--- config.mk ---
export PLATFORM = sky130hd
export DESIGN_NAME = seven_seg_scan_driver_flat
export DESIGN_NICKNAME = d
export VERILOG_FILES = /design/src/rtl/seg_pkg.sv /design/src/rtl/seven_seg_scan_driver_if.sv /design/src/rtl/bcd_seg_lut.sv /design/src/rtl/seven_seg_scan_driver.sv /design/src/flat_wrapper.sv
export SDC_FILE = /design/constraint.sdc
export NUM_CORES = 1
export LEC_CHECK = 0
export ABC_AREA = 0
export CORE_MARGIN = 3
export CORE_UTILIZATION = 55
export DETAILED_ROUTE_END_ITERATION = 10
export PLACE_DENSITY = 0.87
export SYNTH_ARGS = -nofsm -noshare
export SYNTH_HDL_FRONTEND = slang
export SYNTH_SLANG_ARGS = --single-unit
--- constraint.sdc ---
create_clock -name clk -period 2.8 [get_ports clk]
set_input_delay 0.56 -clock clk [delete_from_list [all_inputs] [get_ports clk]]
set_output_delay 0.56 -clock clk [all_outputs]
set_load 0.03 [all_outputs]
--- src/rtl/seg_pkg.sv ---
// seg_pkg: shared code type and active-low segment patterns (a..g on bits 6..0).
package seg_pkg;
  typedef logic [3:0] code_t;
  typedef logic [6:0] seg_t;
  localparam code_t CODE_BLANK = 4'hF;
  localparam seg_t SEG_0 = 7'b0000001;
  localparam seg_t SEG_1 = 7'b1001111;
  localparam seg_t SEG_2 = 7'b0010010;
  localparam seg_t SEG_3 = 7'b0000110;
  localparam seg_t SEG_4 = 7'b1001100;
  localparam seg_t SEG_5 = 7'b0100100;
  localparam seg_t SEG_6 = 7'b0100000;
  localparam seg_t SEG_7 = 7'b0001111;
  localparam seg_t SEG_8 = 7'b0000000;
  localparam seg_t SEG_9 = 7'b0000100;
  localparam seg_t SEG_BLANK = 7'b1111111;
endpackage

--- src/rtl/seven_seg_scan_driver_if.sv ---
// seven_seg_scan_driver_if: data, strobe and display pins of the scan driver.
interface seven_seg_scan_driver_if #(parameter int DIGITS = 4);
  logic en;
  logic load;
  logic [4*DIGITS-1:0] bcd;
  logic [DIGITS-1:0] dp_in;
  logic [6:0] seg;
  logic dp;
  logic [DIGITS-1:0] an;
  logic pending;
  logic frame;
  modport master (output en, load, bcd, dp_in, input seg, dp, an, pending, frame);
  modport slave (input en, load, bcd, dp_in, output seg, dp, an, pending, frame);
endinterface

--- src/rtl/bcd_seg_lut.sv ---
// bcd_seg_lut: combinational code-to-segment map, codes 10..15 blank.
module bcd_seg_lut
  import seg_pkg::*;
(
  input  code_t code,
  output seg_t  seg
);
  always_comb
    case (code)
      4'd0: seg = SEG_0;
      4'd1: seg = SEG_1;
      4'd2: seg = SEG_2;
      4'd3: seg = SEG_3;
      4'd4: seg = SEG_4;
      4'd5: seg = SEG_5;
      4'd6: seg = SEG_6;
      4'd7: seg = SEG_7;
      4'd8: seg = SEG_8;
      4'd9: seg = SEG_9;
      default: seg = SEG_BLANK;
    endcase
endmodule

--- src/rtl/seven_seg_scan_driver.sv ---
// seven_seg_scan_driver: multiplexed 7-segment scanner with tear-free shadow load.
// Optional leading-zero blanking compiled in with SEG_LEADING_ZERO_BLANK_EN.
module seven_seg_scan_driver
  import seg_pkg::*;
#(
  parameter int DIGITS = 4,
  parameter int DIV = 1000
) (
  input logic clk,
  input logic rst,
  seven_seg_scan_driver_if.slave bus
);
  localparam int CW = DIV > 1 ? $clog2(DIV) : 1;
  localparam int IW = DIGITS > 1 ? $clog2(DIGITS) : 1;
  logic [CW-1:0] cnt_q, cnt_d;
  logic [IW-1:0] idx_q, idx_d;
  code_t [DIGITS-1:0] act_q, act_d, shd_q, shd_d;
  logic [DIGITS-1:0] adp_q, adp_d, sdp_q, sdp_d;
  logic pending_q, pending_d;
  logic [DIGITS-1:0] an_q, an_d;
  seg_t seg_q, seg_d, lut_seg;
  logic dp_q, dp_d;
  logic step, wrap, blank_sel;
  code_t code_sel;
  always_comb begin
    step = bus.en && cnt_q == CW'(DIV - 1);
    wrap = step && idx_q == IW'(DIGITS - 1);
    cnt_d = !bus.en ? cnt_q : step ? '0 : cnt_q + 1'b1;
    idx_d = !step ? idx_q : wrap ? '0 : idx_q + 1'b1;
    shd_d = bus.load ? bus.bcd : shd_q;
    sdp_d = bus.load ? bus.dp_in : sdp_q;
    // active only changes at the frame boundary so a frame never mixes old and new data
    act_d = wrap && pending_q ? shd_q : act_q;
    adp_d = wrap && pending_q ? sdp_q : adp_q;
    pending_d = bus.load | (pending_q & ~wrap);
  end
`ifdef SEG_LEADING_ZERO_BLANK_EN
  logic [DIGITS-1:0] lz;
  always_comb begin
    lz = '0;
    lz[DIGITS-1] = act_q[DIGITS-1] == 4'd0;
    for (int i = DIGITS - 2; i >= 0; i--) lz[i] = lz[i+1] && act_q[i] == 4'd0;
    blank_sel = idx_q != '0 && lz[idx_q];
  end
`else
  assign blank_sel = 1'b0;
`endif
  assign code_sel = blank_sel ? CODE_BLANK : act_q[idx_q];
  bcd_seg_lut u_lut (.code(code_sel), .seg(lut_seg));
  always_comb begin
    an_d = bus.en ? ~(DIGITS'(1) << idx_q) : '1;
    seg_d = bus.en ? lut_seg : SEG_BLANK;
    dp_d = bus.en ? ~adp_q[idx_q] : 1'b1;
  end
  always_ff @(posedge clk or posedge rst)
    if (rst) begin
      cnt_q <= '0;
      idx_q <= '0;
      act_q <= '1;
      shd_q <= '1;
      adp_q <= '0;
      sdp_q <= '0;
      pending_q <= 1'b0;
      an_q <= '1;
      seg_q <= SEG_BLANK;
      dp_q <= 1'b1;
    end else begin
      cnt_q <= cnt_d;
      idx_q <= idx_d;
      act_q <= act_d;
      shd_q <= shd_d;
      adp_q <= adp_d;
      sdp_q <= sdp_d;
      pending_q <= pending_d;
      an_q <= an_d;
      seg_q <= seg_d;
      dp_q <= dp_d;
    end
  assign bus.an = an_q;
  assign bus.seg = seg_q;
  assign bus.dp = dp_q;
  assign bus.pending = pending_q;
  assign bus.frame = wrap;
endmodule

--- src/flat_wrapper.sv ---
// flat-port wrapper written by rule: the top's interface ports become plain ports
module seven_seg_scan_driver_flat import seg_pkg::*;
#(
  parameter int DIGITS = 4,
  parameter int DIV = 1000
)
  (clk, rst, bus_en, bus_load, bus_bcd, bus_dp_in, bus_seg, bus_dp, bus_an, bus_pending, bus_frame);
  seven_seg_scan_driver_if #(.DIGITS(DIGITS)) bus_i ();
  input logic clk;
  input logic rst;
  input wire logic [$bits(bus_i.en)-1:0] bus_en;
  input wire logic [$bits(bus_i.load)-1:0] bus_load;
  input wire logic [$bits(bus_i.bcd)-1:0] bus_bcd;
  input wire logic [$bits(bus_i.dp_in)-1:0] bus_dp_in;
  output wire logic [$bits(bus_i.seg)-1:0] bus_seg;
  output wire logic [$bits(bus_i.dp)-1:0] bus_dp;
  output wire logic [$bits(bus_i.an)-1:0] bus_an;
  output wire logic [$bits(bus_i.pending)-1:0] bus_pending;
  output wire logic [$bits(bus_i.frame)-1:0] bus_frame;
  assign bus_i.en = bus_en;
  assign bus_i.load = bus_load;
  assign bus_i.bcd = bus_bcd;
  assign bus_i.dp_in = bus_dp_in;
  assign bus_seg = bus_i.seg;
  assign bus_dp = bus_i.dp;
  assign bus_an = bus_i.an;
  assign bus_pending = bus_i.pending;
  assign bus_frame = bus_i.frame;
  seven_seg_scan_driver #(.DIGITS(DIGITS), .DIV(DIV)) u_core (.clk(clk), .rst(rst), .bus(bus_i));
endmodule
==> summary.md <==
| Metric | Value |
|---|---|
| Final Hold Slack | `495 ps` |
| Cell family with most CP delay | `simple AND/OR/NAND/NOR gates` |
| Routed Antenna Nets | `0` |
| Max VDD drop | `370 µV` |
| Die Y | `80.0 µm` |
| Logic pwr share | `roughly 10%` |
| Kind of start point of the critical path | `input port` |
| Fmax | `395 MHz` |
| Filler cell count in the final layout | `between 300 and 400` |
| Max clock buf depth | `2` |
| Worst-path clk slew | `70 ps` |
| FF-to-FF End | `u_core.adp_q[3]` |
| Min-Delay Path Class | `reg2reg` |
| Crit-path max FO | `6` |
| Reg-to-reg slack, setup | `670 ps` |
| Status | `finished clean` |
| Clock sinks | `65` |
| Number of I/O pins | `38` |
| Initial Utilization | `57.8%` |
| Rows | `26` |
| Worst setup startpoint | `bus_en` |
| CTS tree | `built` |
| Reg2reg start | `u_core.cnt_q[0]` |
| WP data arrival | `~2000 ps` |
| Max-Cap Viols | `0` |
| Multi-input logic area | `1220 µm²` |
| Setup TNS | `0 ps` |
| Vias | `~1,800` |
| Worst hold start | `u_core.cnt_q[0]` |
| Wire per inst | `14.4 µm` |
| Core area | `between 5000 and 6000 µm²` |
| Clock power frac | `34.2%` |
| Sequential Power Share | `approximately 56%` |
| Internal power | `around 1.5 mW` |
| Critical Path End Type | `primary output` |
| Overall power | `1.98 mW` |
| DR iter-0 viols | `58` |
| First-pass GRT wire length | `8.20 mm` |
| RSZ-0062 raised after global routing | `false` |
| Setup WS pre-CTS | `258 ps` |
| Num CTS Buffers | `9` |
| Power Density | `550 nW/µm²` |
| Worst relative slew slack | `68.6%` |
| Mapped cell area | `3010 µm²` |
| Leakage | `about 1.5 nW` |
| Main synth FF type | `dfstp_2` |
| Switching Share | `between 20% and 30%` |
| Vias/cell | `5.28` |
| Port buffer count | `37` |
| Root Driver | `clkbuf_8` |
| Slew Viols, Final | `0` |
| CTS Hold Buffers Added | `0` |
| Sequential cell area | `~1700 µm²` |
| Grt ovf | `0` |
| Post-Syn Instances | `between 200 and 250` |
| All-Layer GR Usage | `17.2%` |
| Routability Congestion | `just under 0.9` |
| Post-synth EDFFs | `0` |
| Residual DRC count | `0` |
| P_sw | `0.493 mW` |
| Synth Register Bits | `65` |
| Clock skew | `7.90 ps` |
| H-tree levels | `3` |
| Share of cells above drive strength 1 | `41.6%` |
| Largest cells by area after synthesis | `dfstp_2 (38%), dfrtp_1 (17%), mux2_4 (10%), mux2_2 (7.5%), ha_1 (4.6%)` |
| Syn Area/Cell | `13.9 µm²` |
| Sequential area share after synthesis | `55.9%` |
| N_diodes | `0` |
| Warnings, synthesis | `0` |
| Area Growth Syn to Fin | `19.6%` |
| DRT Wirelength | `4.80 mm` |
| Largest net degree at the start of global routing | `66` |
| WS Path Type | `in2out` |
| Netlist cell types | `35` |
| Leading area contributor after synthesis | `dfstp_2` |
| Final Net Count | `around 290` |
| Die X | `80.0 µm` |
| Worst slew pin tran | `470 ps` |
| Asr flop ratio synth | `100%` |
| Vias in the first global route | `1,747` |
| Setup Buffers After CTS | `0` |
| Post-Place Cell Area | `3430 µm²` |
| Synth top area share | `38.4%` |
| Slowest cell delay on critical path | `470 ps` |
| Hold worst-path end | `u_core.cnt_q[0]` |
| DP Wirelength | `3.35 mm` |
| Worst r2r path cells | `5` |
| Final worst path period share | `90.5%` |
| Worst EP required | `2240 ps` |
| WP buf/inv | `3` |
| TritonRoute pass-1 iters | `4` |
| Syn_nets | `251` |
| Resize count post-CTS | `0` |
| Clock Latency Late Sink | `about 330 ps` |
| Endpoints failing hold | `0` |
| Total die area | `roughly 6400 µm²` |
| Final setup viols | `0` |
| Final min period | `2530 ps` |
| Setup ws final | `267 ps` |
| Hold Crit Depth | `1` |
| CP cell instances | `clkdlybuf4s50_1, and2_1, and3b_1, nand2_1, inv_1, buf_4` |
| Slowest CP cell | `clkdlybuf4s50_1` |
| Antenna violations before repair | `0` |
| Cell area after layout | `~3600 µm²` |
## kinds of logic after synthesis
group / synth area share (%)
flip-flops: 55.9
XOR/XNOR: 1.16
multiplexers: 22.5
AND/OR/NAND/NOR: 7.48
buffers and inverters: 3.70
AO/OA/AOI/OAI: 4.66
adder cells (fa/ha/maj): 4.57
## synthesized netlist by cell type (all sizes together), types with 2 or more instances
cell type	instances
dfstp	44
mux2	40
dfrtp	21
nand2	13
ha	11
o21ai	11
inv	10
a21oi	7
nand3	7
buf	6
nor2	6
clkbuf	5
mux4	5
mux2i	4
xnor2	4
and2	2
and3	2
and4	2
nand2b	2
nand4	2
o31ai	2
## worst register-to-register path: cells and delay by family, from the launching register on
kind	cells	cell delay, ps
simple gates	3	950
flops	1	380
mux	1	430
fa+ha+maj	1	250
## cell type report
cell class	count	share of cell area (%)
Clock buffer	13	4.14
Clock inverter	3	0.487
Tap cell	70	2.43
Inverter	10	1.04
Multi-Input combinational cell	130	33.8
Timing Repair Buffer	41	11.4
Sequential cell	65	46.7
## metal layers
layer | up-vias | routed length, µm | GRT usage, %
li1 | 834 | - | -
met1 | 870 | 2180 | 22.1
met2 | 46 | 2340 | 27.0
met3 | 4 | 239 | 5.64
met4 | 0 | 38 | 6.59
met5 | - | 0 | 0
## state kept, by name, indices dropped and copies added, names as in the netlist
register,count
u_core.act_q,16
u_core.adp_q,4
u_core.bus.an,4
u_core.bus.dp,1
u_core.bus.pending,1
u_core.bus.seg,7
u_core.cnt_q,10
u_core.idx_q,2
u_core.sdp_q,4
u_core.shd_q,16
## how the worst max path moves through the flow
stage                      endpoint  slack, ps  cells past startpoint
floorplan           u_core.adp_q[0]        690                      1
global placement    u_core.adp_q[3]        310                      5
detailed placement  u_core.adp_q[3]        260                      5
CTS                       bus_frame        270                      6
global route              bus_frame        140                      6
finish                    bus_frame        270                      6
## power by group through the flow
stage,registers (mW),clock network [mW],logic (mW)
global route,1.11,0.739,0.226
finish,1.10,0.677,0.201
global placement,1.11,0,0.193
floorplan,1.10,0,0.149
CTS,1.10,0.697,0.204
detailed placement,1.12,0,0.200
## cell usage in the layout (no fill, tap or decap), types with 2 or more instances in the layout
| cell | n |
|---|---|
| and3_1 | 2 |
| ha_1 | 11 |
| and4_1 | 2 |
| clkinv_2 | 2 |
| a21oi_1 | 7 |
| mux2_4 | 20 |
| nor2_1 | 6 |
| inv_1 | 9 |
| mux2_2 | 20 |
| nand2b_1 | 2 |
| nand2_1 | 13 |
| clkbuf_1 | 3 |
| clkbuf_8 | 10 |
| o21ai_0 | 9 |
| nand3_1 | 6 |
| buf_4 | 4 |
| mux2i_1 | 4 |
| nand4_1 | 2 |
| dfstp_2 | 44 |
| and2_1 | 2 |
| dfrtp_1 | 21 |
| mux4_2 | 5 |
| o31ai_1 | 2 |
| o21ai_1 | 2 |
| xnor2_1 | 4 |
| clkdlybuf4s50_1 | 36 |
## through the flow
stage / instances / util (%)
6_report: 332 / 69.2
3_3_place_gp: 316 / 66.0
2_1_floorplan: 216 / -
4_1_cts: 332 / 69.2
3_5_place_dp: 316 / 66.0
5_1_grt: 332 / 69.2
Note: power is estimated with default switching activity, not from simulation.
